==> src/rtl/instr_buff_pkg.sv <==
`default_nettype none
// +----------------------------------------------------------------------------+
// | Module      : instr_buff_pkg                                               |
// | Description : Shared types and constants for the instruction buffer        |
// |               sequencer (state encoding, pointer width helper, counter     |
// |               widths).                                                     |
// | Revision    : 1.0 - initial release                                        |
// +----------------------------------------------------------------------------+
package instr_buff_pkg;

   // Sequencer states: normal operation, or draining after a redirect
   typedef enum logic [0:0] {
      ST_RUN   = 1'b0,
      ST_FLUSH = 1'b1
   } state_t;

   localparam int PERF_CNT_W  = 32;
   localparam int FLUSH_CNT_W = 4;

   // Index bits plus one wrap bit, so full and empty are distinguishable
   function automatic int PTR_W(input int depth);
      return $clog2(depth) + 1;
   endfunction

endpackage
`default_nettype wire

==> src/rtl/instr_buff_ram.sv <==
`default_nettype none
// +----------------------------------------------------------------------------+
// | Module      : instr_buff_ram                                               |
// | Description : DEPTH x DATA_WIDTH storage, one synchronous write port and   |
// |               one asynchronous read port. Contents are not reset.          |
// | Revision    : 1.0 - initial release                                        |
// +----------------------------------------------------------------------------+
module instr_buff_ram
   import instr_buff_pkg::*;
#(
   parameter int DATA_WIDTH = 32,
   parameter int DEPTH      = 8,
   parameter int ADDR_W     = 3
) (
   input  logic                  clk,
   input  logic                  i_we,
   input  logic [ADDR_W-1:0]     i_waddr,
   input  logic [DATA_WIDTH-1:0] i_wdata,
   input  logic [ADDR_W-1:0]     i_raddr,
   output logic [DATA_WIDTH-1:0] o_rdata
);

   logic [DATA_WIDTH-1:0] r_mem [DEPTH];

   // Write port: store the accepted word at the tail slot
   always_ff @(posedge clk) begin
      if (i_we) begin
         r_mem[i_waddr] <= i_wdata;
      end
   end

   // Head word is presented combinationally to the decode side
   assign o_rdata = r_mem[i_raddr];

endmodule
`default_nettype wire

==> src/rtl/instr_buff_ctrl.sv <==
`default_nettype none
// +----------------------------------------------------------------------------+
// | Module      : instr_buff_ctrl                                              |
// | Description : Fetch-to-decode instruction buffer sequencer. Circular queue |
// |               with wrap-bit pointers, epoch-based stale-fetch discard and  |
// |               a RUN/FLUSH reload state machine.                            |
// |               Optional perf counters: define INSTR_BUFF_PERF_EN.           |
// | Revision    : 1.0 - initial release                                        |
// +----------------------------------------------------------------------------+
module instr_buff_ctrl
   import instr_buff_pkg::*;
#(
   parameter int DATA_WIDTH   = 32,
   parameter int DEPTH        = 8,
   parameter int EPOCH_W      = 2,
   parameter int FLUSH_CYCLES = 2
) (
   input  logic                  clk,
   input  logic                  rst,
   input  logic                  in_valid,
   output logic                  in_ready,
   input  logic [DATA_WIDTH-1:0] in_data,
   input  logic [EPOCH_W-1:0]    in_epoch,
   output logic                  out_valid,
   input  logic                  out_ready,
   output logic [DATA_WIDTH-1:0] out_data,
   input  logic                  reload,
   output logic [EPOCH_W-1:0]    cur_epoch,
   output logic [7:0]            head,
   output logic [7:0]            tail,
   output logic [7:0]            full,
   output logic [7:0]            reload_o,
   output logic [PERF_CNT_W-1:0] perf_full_cyc,
   output logic [PERF_CNT_W-1:0] perf_reloads,
   output logic [PERF_CNT_W-1:0] perf_stale
);

   localparam int C_PTR_W = PTR_W(DEPTH);
   localparam int C_AW    = C_PTR_W - 1;
   localparam logic [FLUSH_CNT_W-1:0] C_FLUSH_INIT = FLUSH_CNT_W'(FLUSH_CYCLES - 1);

   logic [C_PTR_W-1:0]     r_head, r_tail;
   logic [EPOCH_W-1:0]     r_epoch;
   logic                   r_reload_q;
   state_t                 r_state, w_state_nxt;
   logic [FLUSH_CNT_W-1:0] r_flush_cnt, w_flush_cnt_nxt;

   logic w_empty, w_full, w_run, w_epoch_ok, w_stale, w_push, w_pop;

   assign w_empty    = (r_head == r_tail);
   assign w_full     = (r_head[C_AW-1:0] == r_tail[C_AW-1:0]) && (r_head[C_AW] != r_tail[C_AW]);
   assign w_run      = (r_state == ST_RUN);
   assign w_epoch_ok = (in_epoch == r_epoch);
   assign w_stale    = in_valid && !w_epoch_ok;

   // Stale words are always swallowed so fetch never stalls on them; a reload wins over everything
   assign in_ready  = !reload && (w_stale || (w_run && !w_full && w_epoch_ok));
   assign w_push    = in_valid && w_epoch_ok && w_run && !w_full && !reload;
   assign out_valid = w_run && !w_empty;
   assign w_pop     = out_valid && out_ready && !reload;

   assign cur_epoch = r_epoch;
   assign head      = 8'(r_head[C_AW-1:0]);
   assign tail      = 8'(r_tail[C_AW-1:0]);
   assign full      = {7'd0, w_full};
   assign reload_o  = {7'd0, r_reload_q};

   instr_buff_ram #(
      .DATA_WIDTH (DATA_WIDTH),
      .DEPTH      (DEPTH),
      .ADDR_W     (C_AW)
   ) u_ram (
      .clk     (clk),
      .i_we    (w_push),
      .i_waddr (r_tail[C_AW-1:0]),
      .i_wdata (in_data),
      .i_raddr (r_head[C_AW-1:0]),
      .o_rdata (out_data)
   );

   // State register for the reload sequencer
   always_ff @(posedge clk) begin
      if (rst) begin
         r_state     <= ST_RUN;
         r_flush_cnt <= '0;
      end else begin
         r_state     <= w_state_nxt;
         r_flush_cnt <= w_flush_cnt_nxt;
      end
   end

   // Next state: reload (re)starts FLUSH; FLUSH counts down to zero then resumes RUN
   always_comb begin
      w_state_nxt     = r_state;
      w_flush_cnt_nxt = r_flush_cnt;
      if (reload) begin
         w_state_nxt     = ST_FLUSH;
         w_flush_cnt_nxt = C_FLUSH_INIT;
      end else if (r_state == ST_FLUSH) begin
         if (r_flush_cnt == '0) begin
            w_state_nxt = ST_RUN;
         end else begin
            w_flush_cnt_nxt = r_flush_cnt - FLUSH_CNT_W'(1);
         end
      end
   end

   // Queue pointers, epoch and the one-cycle reload indication
   always_ff @(posedge clk) begin
      if (rst) begin
         r_head     <= '0;
         r_tail     <= '0;
         r_epoch    <= '0;
         r_reload_q <= 1'b0;
      end else begin
         r_reload_q <= reload;
         if (reload) begin
            r_head  <= '0;
            r_tail  <= '0;
            r_epoch <= r_epoch + EPOCH_W'(1);
         end else begin
            if (w_push) r_tail <= r_tail + C_PTR_W'(1);
            if (w_pop)  r_head <= r_head + C_PTR_W'(1);
         end
      end
   end

`ifdef INSTR_BUFF_PERF_EN
   logic [PERF_CNT_W-1:0] r_perf_full, r_perf_rel, r_perf_stale;

   // Saturating event counters, cleared only by reset
   always_ff @(posedge clk) begin
      if (rst) begin
         r_perf_full  <= '0;
         r_perf_rel   <= '0;
         r_perf_stale <= '0;
      end else begin
         if (w_full && (r_perf_full != '1))             r_perf_full  <= r_perf_full + PERF_CNT_W'(1);
         if (reload && (r_perf_rel != '1))              r_perf_rel   <= r_perf_rel + PERF_CNT_W'(1);
         if (w_stale && !reload && (r_perf_stale != '1)) r_perf_stale <= r_perf_stale + PERF_CNT_W'(1);
      end
   end

   assign perf_full_cyc = r_perf_full;
   assign perf_reloads  = r_perf_rel;
   assign perf_stale    = r_perf_stale;
`else
   assign perf_full_cyc = '0;
   assign perf_reloads  = '0;
   assign perf_stale    = '0;
`endif

endmodule
`default_nettype wire
==> config.mk <==
export PLATFORM = sky130hd
export DESIGN_NAME = instr_buff_ctrl
export DESIGN_NICKNAME = d
export VERILOG_FILES = /design/src/rtl/instr_buff_pkg.sv /design/src/rtl/instr_buff_ram.sv /design/src/rtl/instr_buff_ctrl.sv
export SDC_FILE = /design/constraint.sdc
export NUM_CORES = 1
export LEC_CHECK = 0
export CORE_ASPECT_RATIO = 0.9
export CORE_MARGIN = 2
export CORE_UTILIZATION = 40
export CTS_BUF_LIST = sky130_fd_sc_hd__clkbuf_8
export DETAILED_ROUTE_END_ITERATION = 8
export PLACE_DENSITY_LB_ADDON = 0.08
export SKIP_CTS_REPAIR_TIMING = 1
export SYNTH_ARGS = -nofsm -noshare
export SYNTH_HDL_FRONTEND = slang
export SYNTH_SLANG_ARGS = --single-unit
==> constraint.sdc <==
create_clock -name clk -period 12.72 [get_ports clk]
set_input_delay 1.272 -clock clk [delete_from_list [all_inputs] [get_ports clk]]
set_output_delay 1.272 -clock clk [all_outputs]
set_load 0.005 [all_outputs]
=== Word level (Yosys, flattened, before mapping) ===
Memory sizes are Yosys's and may differ from the RTL's. A register that Yosys moved wholly into a read port is not among the register bits.
Cells that the tools add are included.

* Word-level logic and storage cells: 51
* Input port bits: 39
* Memories: 1
* Bits in writable memories: 256
* Output and inout bits: 164
* Bits in registers: 16

{| class="wikitable"
|+ Memory list
! memory !! depth !! bits a word !! read ports !! clocked after Yosys merged registers in !! write ports !! RTL line !! RTL
|-
| u_ram.r_mem || 8 || 32 || 1 || 1 || 1 || instr_buff_ram.sv:23 || <nowiki>logic [DATA_WIDTH-1:0] r_mem [DEPTH];</nowiki>
|}

* Bitwise logic cells: 2
* Equal/unequal tests: 5
* Muxes and demuxes: 10
* Reductions and logical operators: 22
* Add/sub/neg operators: 4

{| class="wikitable"
|+ Operators by type and width
! operator !! number
|-
| 1-bit logical AND || 12
|-
| 4-bit by 1-bit adder with 4-bit output, second input constant || 2
|-
| 1-bit 2-to-1 mux || 8
|-
| 3-bit 2-to-1 mux || 2
|-
| 4-bit equality test || 1
|-
| 1-bit logical NOT || 4
|-
| 4-bit logical NOT || 1
|-
| 2-bit AND reduction || 2
|-
| 4-bit by 1-bit subtractor with 4-bit output, second input constant || 1
|-
| 3-bit equality test || 1
|-
| 2-bit by 1-bit adder with 2-bit output, second input constant || 1
|-
| 2-bit equality test || 1
|-
| 2-bit inequality test, second input constant || 1
|-
| 1-bit NOT || 2
|-
| 2-bit nonzero test || 1
|-
| 2-bit OR reduction || 1
|-
| 1-bit logical OR || 1
|-
| 1-bit inequality test || 1
|}

=== Longest topological paths before layout ===
Gate-level depths: netlist of the first run.

* Depth in word-level cells: 7
* Mapped depth: 6
* Depth with buffers taken out: 6

=== By module ===
Synthesis of the first run repeated with hierarchy kept, for this count alone.

* Cells, all modules: 610
* Area total of the unflattened synthesis: 11609.9 µm²

{| class="wikitable"
|+ By module, submodules not included
! module !! area an instance (µm²) !! instances !! cells an instance !! sequential area each (µm²)
|-
| instr_buff_ram || 9825.7 || 1 || 383 || 7687.4
|-
| instr_buff_ctrl || 1784.2 || 1 || 227 || 320.3
|}

=== Worst setup path after synthesis of the first run ===
OpenSTA, ideal clock, no wires.

* Path kind: input -> register
* Start point: input in_epoch[0]
* End point: memory u_ram.r_mem[0][0] (enable)
* Buffers on the path: 0
* Data required time: 12252 ps
* Stages on the path: 4
* Arrival: 4227 ps
* Setup slack: 8025 ps
* Library setup time: 468 ps
* Cell sequence: xnor2_1 -> and3_1 -> nand2_2 -> nor3b_1

* Longest elaborated chain between the ends: 7

{| class="wikitable"
|+ RTL lines
! element !! RTL line !! RTL
|-
| from (decl) || instr_buff_ctrl.sv:23 || <nowiki>input logic [EPOCH_W-1:0] in_epoch,</nowiki>
|-
| 2-bit equality test || instr_buff_ctrl.sv:53 || <nowiki>assign w_epoch_ok = (in_epoch == r_epoch);</nowiki>
|-
| 1-bit logical AND (4 in series) || instr_buff_ctrl.sv:58 || <nowiki>assign w_push = in_valid && w_epoch_ok && w_run && !w_full && !reload;</nowiki>
|-
| 1-bit 2-to-1 mux || instr_buff_ram.sv:27 || <nowiki>if (i_we) begin</nowiki>
|-
| 1-bit 2-to-1 mux (not written as such) || instr_buff_ram.sv:28 || <nowiki>r_mem[i_waddr] <= i_wdata;</nowiki>
|-
| to (decl) || instr_buff_ram.sv:23 ||
|}

No other way between the ends.

==> qor.txt, run 1 <==
LAYOUT
------------------------------------------------------------------------------------
Area Growth Syn to Fin ................................................        14.3%
Ratio of cells with drive above 1 in the final layout .................        23.3%
Fill cell count .......................................................        2,429
Fin nets ..............................................................          767
Area of all placed cells without fillers ..............................   13,200 µm²

SYNTH
------------------------------------------------------------------------------------
Compound-gate portion of the synthesized area .........................        1.31%
Post-synth top area share .............................................        66.7%
Avg Cell Area, Syn ....................................................     18.7 µm²
Post-synth EDFFs ......................................................          256
Count of cell types in the netlist ....................................           39
Commonest cells in the netlist ........................................ edfxtp_1, buf_4, mux4_2, mux2_2
Simple-gate portion of the synthesized area ...........................        2.13%
Dominant synthesized flop cell ........................................     edfxtp_1
Synth top area cells .................................................. edfxtp_1, mux4_2, buf_4
Total number of yosys warnings ........................................            0
Main combinational cell family by area after synthesis ................ multiplexers
Seq cells post-synth ..................................................          275
Synth Cell Area .......................................................   11,500 µm²
Async set-or-reset flop fraction in the synthesized netlist ...........           0%
Synthesized instance count ............................................          617
Cell type with the largest total area after synthesis .................     edfxtp_1
XOR/XNOR Fraction of Synth Area .......................................       0.988%
Most frequent cell after synthesis ....................................     edfxtp_1
Post-synthesis adder-cell area fraction ...............................       0.326%
Post-synthesis mux area share .........................................        15.9%
Sequential element share of the synthesized area ......................        70.0%

CTS
------------------------------------------------------------------------------------
Number of sinks handled by clock tree synthesis .......................          275
Total number of H-tree levels .........................................            2
Root buffer cell ......................................................     clkbuf_8
Number of buffers inserted during clock tree synthesis ................           46
Deepest clock path buffer count .......................................            3
TritonCTS clock tree ..................................................          yes
Clock-pin slew on the worst setup and hold paths ......................      0.06 ns
Clk Latency, worst-skew pair ..........................................      0.54 ns

RUN
------------------------------------------------------------------------------------
Count of max-cap constraint violations ................................            0

GRT
------------------------------------------------------------------------------------
Overall track demand over capacity in global routing ..................        15.2%
First-pass GRT wire length ............................................      34.2 mm
Final global-route overflow total .....................................            0
Largest net degree at the start of global routing .....................           65
Antenna violations before repair ......................................            1
Via count of the first global-routing pass ............................        5,782

STA
------------------------------------------------------------------------------------
Unrepaired setup endpoints after global routing .......................        false
Post-route fraction of the period consumed by the critical path .......        36.5%
Count of endpoints failing hold in the final timing report ............            0
Final min period ......................................................      4.65 ns
Worst-case clock skew .................................................   0.00729 ns
Setup total negative slack ............................................         0 ns
Highest Clock Rate ....................................................      215 MHz
Max-slew violation total from the final report ........................            0
Actual transition at the worst max-transition pin .....................     0.986 ns
Setup Viol. Count Final ...............................................            0
Final worst hold slack ................................................     0.515 ns
Worst rel slew slack ..................................................        34.3%

ROUTING
------------------------------------------------------------------------------------
Drt via density .......................................................         4.80
Number of DRC markers in iteration 0 ..................................          301
Average wire per cell in the routed design ............................      20.0 µm
Residual DRC ..........................................................            0
Final wirelength ......................................................      22.3 mm
Drt pass-1 iters ......................................................            4
Remaining antenna violation count after routing .......................            0
Total via count after detailed routing ................................        5,375

PLACED DESIGN
------------------------------------------------------------------------------------
Quantity of I/O buffers inserted on ports .............................           82
Half-perimeter wire length of the detailed placement result ...........      12.1 mm
Post-place instance area ..............................................   12,300 µm²
Weighted congestion at the end of routability-driven global placement .        0.743

CRITICAL PATH
------------------------------------------------------------------------------------
Reg2reg setup slack ...................................................      9.47 ns
Endpoint of the most critical setup path ..............................  out_data[2]
Worst r2r src .........................................................    r_tail[1]
CP Capture Type .......................................................  output port
Reg-to-reg critical path endpoint ..................................... u_ram.r_mem[6][20]
Maximum fanout along the worst path ...................................           37
Worst Path Arrival ....................................................      3.38 ns
Cell depth of the worst flop-to-flop path .............................            5
Critical Path RT ......................................................     11.45 ns
Crit Path Class ....................................................... flip-flop to output port
Startpoint Class ......................................................    flip-flop

DIE
------------------------------------------------------------------------------------
Die area ..............................................................   30,200 µm²
Number of I/O pins ....................................................          203
Floorplan row count ...................................................           58
Initial core utilization ..............................................        40.9%
DIE HEIGHT ............................................................       165 µm
Width of the die ......................................................       183 µm
Core region area ......................................................   28,200 µm²

POWER
------------------------------------------------------------------------------------
Power density normalized to cell area .................................   136 nW/µm²
Total leakage power ...................................................   0.00438 µW
Largest voltage drop on the vdd net ...................................      68.1 µV

HOLD PATH
------------------------------------------------------------------------------------
Kind of path behind the tightest hold check ........................... flip-flop to flip-flop

OUTCOME
------------------------------------------------------------------------------------
Result of the run ..................................................... complete, no violations

==> metrics by stage <==
step,power [µW],setup slack (ns),utilization [%],instances
3_5_place_dp,1070,8.50,43.7,1037
2_1_floorplan,1070,8.03,-,736
4_1_cts,1810,7.91,46.8,1119
3_3_place_gp,1070,8.49,43.7,1037
6_report,1790,8.07,46.8,1120
5_1_grt,1860,7.76,46.8,1119
==> cells by family after synthesis <==
logic type / after synthesis
AND/OR/NAND/NOR: 50
XOR/XNOR: 13
multiplexers: 99
AO/OA/AOI/OAI: 20
buffers and inverters: 156
other: 1
flip-flops: 275
adder cells (fa/ha/maj): 3
==> critical path, cell delays in order, from the launching register on <==
cell	delay [ns]
dfxtp_4	0.86
buf_4	0.62
mux4_2	0.57
mux2_2	0.30
clkdlybuf4s50_1	0.47
==> state kept, by name, summed over array words and instances, names as in the netlist, named ones only <==
register     cells
u_ram.r_mem    256
r_flush_cnt      4
r_head           4
r_tail           4
cur_epoch        2
r_reload_q       1
r_state          1
==> where the power goes <==
| part | internal, µW | switching [µW] | total, µW |
|---|---|---|---|
| registers | 992 | 2.86 | 995 |
| clock network | 399 | 331 | 730 |
| logic | 26.9 | 33.8 | 60.7 |
==> layout make-up <==
class	instances	area, µm²	area share [%]
repair buffers	92	896	6.80
diodes	1	2.50	0.0190
multi-input cells	305	2870	21.8
flip-flops and latches	275	8080	61.3
inverters	5	18.8	0.142
clock buffers	50	688	5.22
well taps	360	450	3.42
clock inverters	32	175	1.33
==> layer usage <==
layer / vias to the layer above / routed length, µm / GRT usage (%)
met5: - / 0 / 0
met4: 0 / 331 / 4.00
li1: 2378 / - / -
met2: 186 / 10700 / 25.7
met1: 2780 / 9930 / 19.9
met3: 31 / 1340 / 3.53
==> placed cells by master (no fill, tap or decap), drive strengths merged, types with 2 or more instances in the layout <==
cell type	synthesis	final
mux2i	3	3
nand2	10	10
clkdlybuf4s50	0	82
nor3	5	5
dfxtp	19	19
a41oi	3	3
o21ai	4	4
a21oi	4	4
xnor2	9	9
or3	3	3
nand3	6	6
nor2	19	19
conb	1	120
bufinv	0	2
edfxtp	256	256
clkbuf	13	50
clkinv	0	12
a31o	2	2
mux4	64	64
a41o	2	2
mux2	32	32
buf	138	10
ha	3	3
inv	5	23
xor2	4	4
==> how the worst min path moves through the flow <==
stage                   start   endpoint  slack (ns)  cells past startpoint
finish              r_head[3]  r_head[3]        0.51                      2
global route        r_head[3]  r_head[3]        0.54                      2
CTS                 r_head[3]  r_head[3]        0.52                      2
detailed placement  r_head[3]  r_head[3]        0.51                      2
global placement    r_tail[3]  r_tail[3]        0.50                      2
floorplan           r_tail[3]  r_tail[3]        0.48                      2
Note: power is estimated with default switching activity, not from simulation.
==> run 2, diff against run 1 <==
==> constraint.sdc (replaced) <==
create_clock -name clk -period 4.55 [get_ports clk]
set_input_delay 0.455 -clock clk [delete_from_list [all_inputs] [get_ports clk]]
set_output_delay 0.455 -clock clk [all_outputs]
set_load 0.005 [all_outputs]
==> qor.txt, run 2 (synthesized netlist as in run 1, its figures left out) <==
LAYOUT
------------------------------------------------------------------------------------
N_diodes ..............................................................            0   -1
Seq. cell area ........................................................     8080 µm²   unchanged
Ratio of cells with drive above 1 in the final layout .................        24.3%   +1.0 points
Commonest cells after routing, fill and taps aside .................... edfxtp_1, conb_1, clkdlybuf4s50_1
Commonest non-fill, non-tap cell in the layout ........................     edfxtp_1
Fill cell count .......................................................        2,389   -1.6%
Fin nets ..............................................................          769   +0.26%
Register with the most flip-flops .....................................  u_ram.r_mem
Number of flip-flops in the largest register ..........................          256   unchanged
Area Growth Syn to Fin ................................................        14.6%
Total area of multi-input combinational cells .........................     2870 µm²   unchanged
Area of all placed cells without fillers ..............................   13,200 µm²   +0.27%

POWER
------------------------------------------------------------------------------------
NetSw .................................................................      1050 µW   +190%
Clock power share .....................................................        41.2%   +0.3 points
Part of the total power dissipated in sequential elements .............        55.4%   -0.3 points
Total leakage power ...................................................   0.00438 µW   about the same
Largest voltage drop on the vdd net ...................................       153 µV   +130%
Power density normalized to cell area .................................   380 nW/µm²   +180%
Sw Share ..............................................................        20.9%   +0.30 points
Combinational Power Share .............................................         3.4%   about the same
Internal ..............................................................      3980 µW   +180%

GRT
------------------------------------------------------------------------------------
Final global-route overflow total .....................................            0   unchanged
Largest net degree at the start of global routing .....................           65   unchanged
Overall track demand over capacity in global routing ..................        14.7%   -0.48 points
Via count of the first global-routing pass ............................        5,624   -2.7%
Antenna violations before repair ......................................            0   -1
First-pass GRT wire length ............................................      33.1 mm   -3.3%

ROUTING
------------------------------------------------------------------------------------
Remaining antenna violation count after routing .......................            0   unchanged
Final wirelength ......................................................      22.1 mm   -1.3%
Residual DRC ..........................................................            0   unchanged
Number of DRC markers in iteration 0 ..................................          269   -11%
Total via count after detailed routing ................................        5,373   -0.037%
Drt pass-1 iters ......................................................            4   unchanged
Drt via density .......................................................         4.78   -0.39%
Average wire per cell in the routed design ............................      19.6 µm   -1.6%

CTS
------------------------------------------------------------------------------------
Number of buffers inserted during clock tree synthesis ................           46   unchanged
Total number of H-tree levels .........................................            2   unchanged
Clk Latency, worst-skew pair ..........................................      0.54 ns   about the same
Number of sinks handled by clock tree synthesis .......................          275   unchanged
Clock-pin slew on the worst setup and hold paths ......................      0.06 ns   about the same
Deepest clock path buffer count .......................................            3   unchanged
TritonCTS clock tree ..................................................          yes
Root buffer cell ......................................................     clkbuf_8

CRITICAL PATH
------------------------------------------------------------------------------------
Gate family responsible for the most delay along the worst path ....... buffers and inverters
CP max-delay cell .....................................................      dfxtp_4
Startpoint Class ......................................................    flip-flop
CP Capture Type .......................................................  output port
Maximum fanout along the worst path ...................................           30   -19%
Total buffers and inverters traversed by the critical path ............            2   unchanged
Critical Path RT ......................................................      4.09 ns   -7.36 ns
Ordered cell list for the critical path ............................... buf_4, mux4_2, mux2_2, clkdlybuf4s50_1
Crit Path Class ....................................................... flip-flop to output port
Delay of the slowest cell on the worst path ...........................      0.74 ns   -0.12 ns
Worst Path Arrival ....................................................      3.04 ns   -0.34 ns

STA
------------------------------------------------------------------------------------
Post-route fraction of the period consumed by the critical path .......        76.8%
Worst-case clock skew .................................................    0.0150 ns   +0.00772 ns
Setup Viol. Count Final ...............................................            0   unchanged
Highest Clock Rate ....................................................      286 MHz
Max-slew violation total from the final report ........................            0   unchanged
Actual transition at the worst max-transition pin .....................      1.15 ns   +0.166 ns
Setup total negative slack ............................................         0 ns   unchanged
Worst rel slew slack ..................................................        23.1%   -11 points
Unrepaired setup endpoints after global routing .......................        false
Final min period ......................................................      3.50 ns
Count of endpoints failing hold in the final timing report ............            0   unchanged

PLACED DESIGN
------------------------------------------------------------------------------------
Quantity of I/O buffers inserted on ports .............................           82   unchanged
Weighted congestion at the end of routability-driven global placement .        0.741   -0.20%
Post-place instance area ..............................................   12,300 µm²   +0.12%
Half-perimeter wire length of the detailed placement result ...........      12.6 mm   +4.3%

HOLD PATH
------------------------------------------------------------------------------------
Kind of path behind the tightest hold check ........................... flip-flop to flip-flop

DIE
------------------------------------------------------------------------------------
Die area ..............................................................   30,200 µm²   unchanged
Floorplan row count ...................................................           58   unchanged
Core region area ......................................................   28,200 µm²   unchanged
Number of I/O pins ....................................................          203   unchanged
Initial core utilization ..............................................        40.9%   unchanged
Width of the die ......................................................       183 µm   unchanged
DIE HEIGHT ............................................................       165 µm   unchanged

RUN
------------------------------------------------------------------------------------
Count of max-cap constraint violations ................................            0   unchanged

OUTCOME
------------------------------------------------------------------------------------
Result of the run ..................................................... complete, no violations

==> run 2: changes by cell type in the layout (fill, tap and decap cells not counted) <==
cell,delta
clkinv_1,+3
diode_2,-1
buf_4,+2
inv_1,-7
clkinv_2,+6
clkinvlp_4,+1
==> run 2: worst reg2reg max path: stages, from the launching register on <==
cell	delay (ns)
dfxtp_1	0.60
xnor2_1	0.24
a41oi_1	0.54
nand3_1	0.39
nor2_4	0.62
buf_4	0.44
==> run 2: metal layers <==
layer	track usage, %	wire [µm]	up-vias	share of wire, %
li1	-	-	2389	-
met1	19.7	9820	2772	45
met4	3.93	391	0	1.8
met2	24.5	10700	173	49
met5	0	0	-	0
met3	3.07	1110	39	5.0
==> run 2: area by class of cell <==
type	instances	share of cell area (%)
Sequential cell	275	61.1
Inverter	5	0.142
Clock buffer	50	5.21
Multi-Input combinational cell	305	21.7
Tap cell	360	3.41
Clock inverter	35	1.50
Timing Repair Buffer	94	6.89
==> run 2: path summary, 6_finish.rpt <==
check	from	endpoint	slack [ns]	depth (start not counted)
setup / recovery	flip-flop	out_data[1]	1.05	4
hold / removal	r_tail[3]	r_tail[3]	0.51	2
setup reg to reg	r_tail[1]	u_ram.r_mem[6][18]	1.36	5
hold reg to reg	r_tail[3]	r_tail[3]	0.51	2
==> run 2: power by group through the flow <==
| stage | Combinational, µW | Clock [µW] | Sequential, µW |
|---|---|---|---|
| global route | 192 | 2250 | 2780 |
| detailed placement | 172 | 0 | 2840 |
| floorplan | 150 | 0 | 2830 |
| CTS | 173 | 2150 | 2780 |
| global placement | 167 | 0 | 2830 |
| finish | 173 | 2070 | 2780 |
==> run 2: through the flow <==
stage	total power, µW	setup WS [ns]	std cells	hold slack [ns]	utilization [%]
3_3_place_gp	3000	1.42	1039	0.497	43.8
6_report	5020	1.05	1124	0.509	46.9
4_1_cts	5100	0.920	1124	0.514	46.9
3_5_place_dp	3010	1.27	1039	0.505	43.8
2_1_floorplan	2980	0.487	736	0.480	-
5_1_grt	5230	0.817	1124	0.565	46.9
==> run 3, diff against run 2 <==
==> constraint.sdc (replaced) <==
create_clock -name clk -period 2.9 [get_ports clk]
set_input_delay 0.29 -clock clk [delete_from_list [all_inputs] [get_ports clk]]
set_output_delay 0.29 -clock clk [all_outputs]
set_load 0.005 [all_outputs]
==> qor.txt, run 3 (synthesized netlist as in run 1, its figures left out) <==
OUTCOME
------------------------------------------------------------------------------------
Result of the run ..................................................... complete, no violations

CRITICAL PATH
------------------------------------------------------------------------------------
Worst Path Arrival ....................................................      2.50 ns   -0.54 ns
CP max-delay cell .....................................................       mux4_2
Startpoint Class ......................................................    flip-flop
Delay of the slowest cell on the worst path ...........................      0.56 ns   -0.18 ns
Crit Path Class ....................................................... flip-flop to output port
Ordered cell list for the critical path ............................... buf_16, mux4_2, mux2_2, clkdlybuf4s50_1
Gate family responsible for the most delay along the worst path ....... multiplexers
Maximum fanout along the worst path ...................................           37   +23%
CP Capture Type .......................................................  output port
Critical Path RT ......................................................      2.61 ns   -1.48 ns
Total buffers and inverters traversed by the critical path ............            2   unchanged

GRT
------------------------------------------------------------------------------------
Antenna violations before repair ......................................            0   unchanged
First-pass GRT wire length ............................................      34.2 mm   +3.5%
Overall track demand over capacity in global routing ..................        15.3%   +0.66 points
Final global-route overflow total .....................................            0   unchanged
Largest net degree at the start of global routing .....................           38   -42%
Via count of the first global-routing pass ............................        5,658   +0.60%

CTS
------------------------------------------------------------------------------------
TritonCTS clock tree ..................................................          yes
Clk Latency, worst-skew pair ..........................................      0.55 ns   about the same
Number of buffers inserted during clock tree synthesis ................           46   unchanged
Clock-pin slew on the worst setup and hold paths ......................      0.06 ns   about the same
Total number of H-tree levels .........................................            2   unchanged
Root buffer cell ......................................................     clkbuf_8
Number of sinks handled by clock tree synthesis .......................          275   unchanged
Deepest clock path buffer count .......................................            3   unchanged

ROUTING
------------------------------------------------------------------------------------
Final wirelength ......................................................      23.2 mm   +5.4%
Average wire per cell in the routed design ............................      20.5 µm   +4.3%
Number of DRC markers in iteration 0 ..................................          359   +33%
Drt via density .......................................................         4.85   +1.5%
Residual DRC ..........................................................            0   unchanged
Total via count after detailed routing ................................        5,509   +2.5%
Remaining antenna violation count after routing .......................            0   unchanged
Drt pass-1 iters ......................................................            4   unchanged

STA
------------------------------------------------------------------------------------
Setup Viol. Count Final ...............................................            0   unchanged
Unrepaired setup endpoints after global routing .......................         true
Actual transition at the worst max-transition pin .....................     0.574 ns   -0.577 ns
Worst-case clock skew .................................................    0.0221 ns   +0.00713 ns
Highest Clock Rate ....................................................      359 MHz
Final min period ......................................................      2.79 ns
Count of endpoints failing hold in the final timing report ............            0   unchanged
Max-slew violation total from the final report ........................            0   unchanged
Worst rel slew slack ..................................................        61.7%   +39 points
Post-route fraction of the period consumed by the critical path .......        96.1%

PLACED DESIGN
------------------------------------------------------------------------------------
Half-perimeter wire length of the detailed placement result ...........      13.6 mm   +8.1%
Quantity of I/O buffers inserted on ports .............................           82   unchanged
Weighted congestion at the end of routability-driven global placement .        0.705   -4.9%
Cells after DPL .......................................................        1,054   +1.4%

POWER
------------------------------------------------------------------------------------
Power density normalized to cell area .................................   567 nW/µm²   +49%
Largest voltage drop on the vdd net ...................................       282 µV   +84%
Internal ..............................................................      5980 µW   +50%
Combinational Power Share .............................................         3.7%   +0.3 points
Part of the total power dissipated in sequential elements .............        57.2%   +1.8 points
Clock power share .....................................................        39.1%   -2.1 points
NetSw .................................................................      1640 µW   +57%
Total leakage power ...................................................   0.00461 µW   +5.2%
Sw Share ..............................................................        21.5%   +0.68 points

LAYOUT
------------------------------------------------------------------------------------
Commonest cells after routing, fill and taps aside .................... edfxtp_1, conb_1, clkdlybuf4s50_1
Commonest non-fill, non-tap cell in the layout ........................     edfxtp_1
Register with the most flip-flops .....................................  u_ram.r_mem
Fin nets ..............................................................          785   +2.1%
N_diodes ..............................................................            0   unchanged
Ratio of cells with drive above 1 in the final layout .................        25.7%   +1.3 points
Area Growth Syn to Fin ................................................        16.8%
Non-filler instance count after layout ................................        1,135   +0.98%
Post-layout utilization of the core ...................................        47.8%   +0.88 points
Number of flip-flops in the largest register ..........................          256   unchanged

DIE
------------------------------------------------------------------------------------
Width of the die ......................................................       183 µm   unchanged
Number of I/O pins ....................................................          203   unchanged
Core region area ......................................................   28,200 µm²   unchanged
Die area ..............................................................   30,200 µm²   unchanged
Floorplan row count ...................................................           58   unchanged
Initial core utilization ..............................................        40.9%   unchanged
DIE HEIGHT ............................................................       165 µm   unchanged

RUN
------------------------------------------------------------------------------------
Count of max-cap constraint violations ................................            0   unchanged

HOLD PATH
------------------------------------------------------------------------------------
Kind of path behind the tightest hold check ........................... input pin to flip-flop

run 3: cell types whose count changed in the layout (fill, tap and decap cells not counted), moves of 3 or more:
cell,delta
buf_12,+9
inv_1,+5
buf_4,+5
clkdlybuf4s50_1,-14
clkbuf_8,-3
nor3_2,-3
nor3_4,+3
clkinv_1,-5
dlymetal6s2s_1,+14
run 3: metrics by stage:
step	instance area (µm²)	TNS, ns	total power, µW	hold WS (ns)	worst slack (ns)
after floorplan	12000	-19.77	4680	0.389	-0.193
after global placement	12600	0	4720	0.497	0.462
after detailed placement	12600	0	4730	0.509	0.467
after CTS	13400	-0.121	7750	0.415	-0.0401
after global routing	13500	-0.00492	7960	0.459	-0.00492
final	13500	0	7630	0.448	0.114
run 3: layer usage:
| layer | routed length (µm) | vias up | track usage (%) |
|---|---|---|---|
| li1 | - | 2416 | - |
| met1 | 10500 | 2860 | 20.8 |
| met2 | 11100 | 189 | 24.8 |
| met3 | 1240 | 44 | 3.31 |
| met4 | 483 | 0 | 5.20 |
| met5 | 0 | - | 0 |
run 3: tightest hold or removal path, cell delays in order:
cell and delay, ns:
clkdlybuf4s50_1 0.43, inv_1 0.15, nor2_1 0.07
run 3: path summary, 6_finish.rpt:
| check | startpoint | end | slack (ns) | cells past startpoint |
|---|---|---|---|---|
| max | flip-flop | out_data[16] | 0.11 | 4 |
| min | reload | r_reload_q | 0.45 | 3 |
| max reg2reg | r_tail[0] | u_ram.r_mem[3][31] | 0.80 | 5 |
| min reg2reg | r_tail[3] | r_tail[3] | 0.52 | 2 |
run 3: cell type report:
type	count	area, µm²
fill	2390	14700
sequential	275	8080
multi-input combinational	305	2920
timing repair buffer	110	1210
clock buffer	47	647
tap	360	450
clock inverter	33	145
inverter	5	18.8
run 3: power by group through the flow:
stage                     Combinational [µW]  Clock [µW]  Sequential, µW
after global routing                     311        3280            4360
after global placement                   274           0            4450
final                                    280        2980            4360
after floorplan                          237           0            4450
after detailed placement                 279           0            4450
after CTS                                281        3100            4360
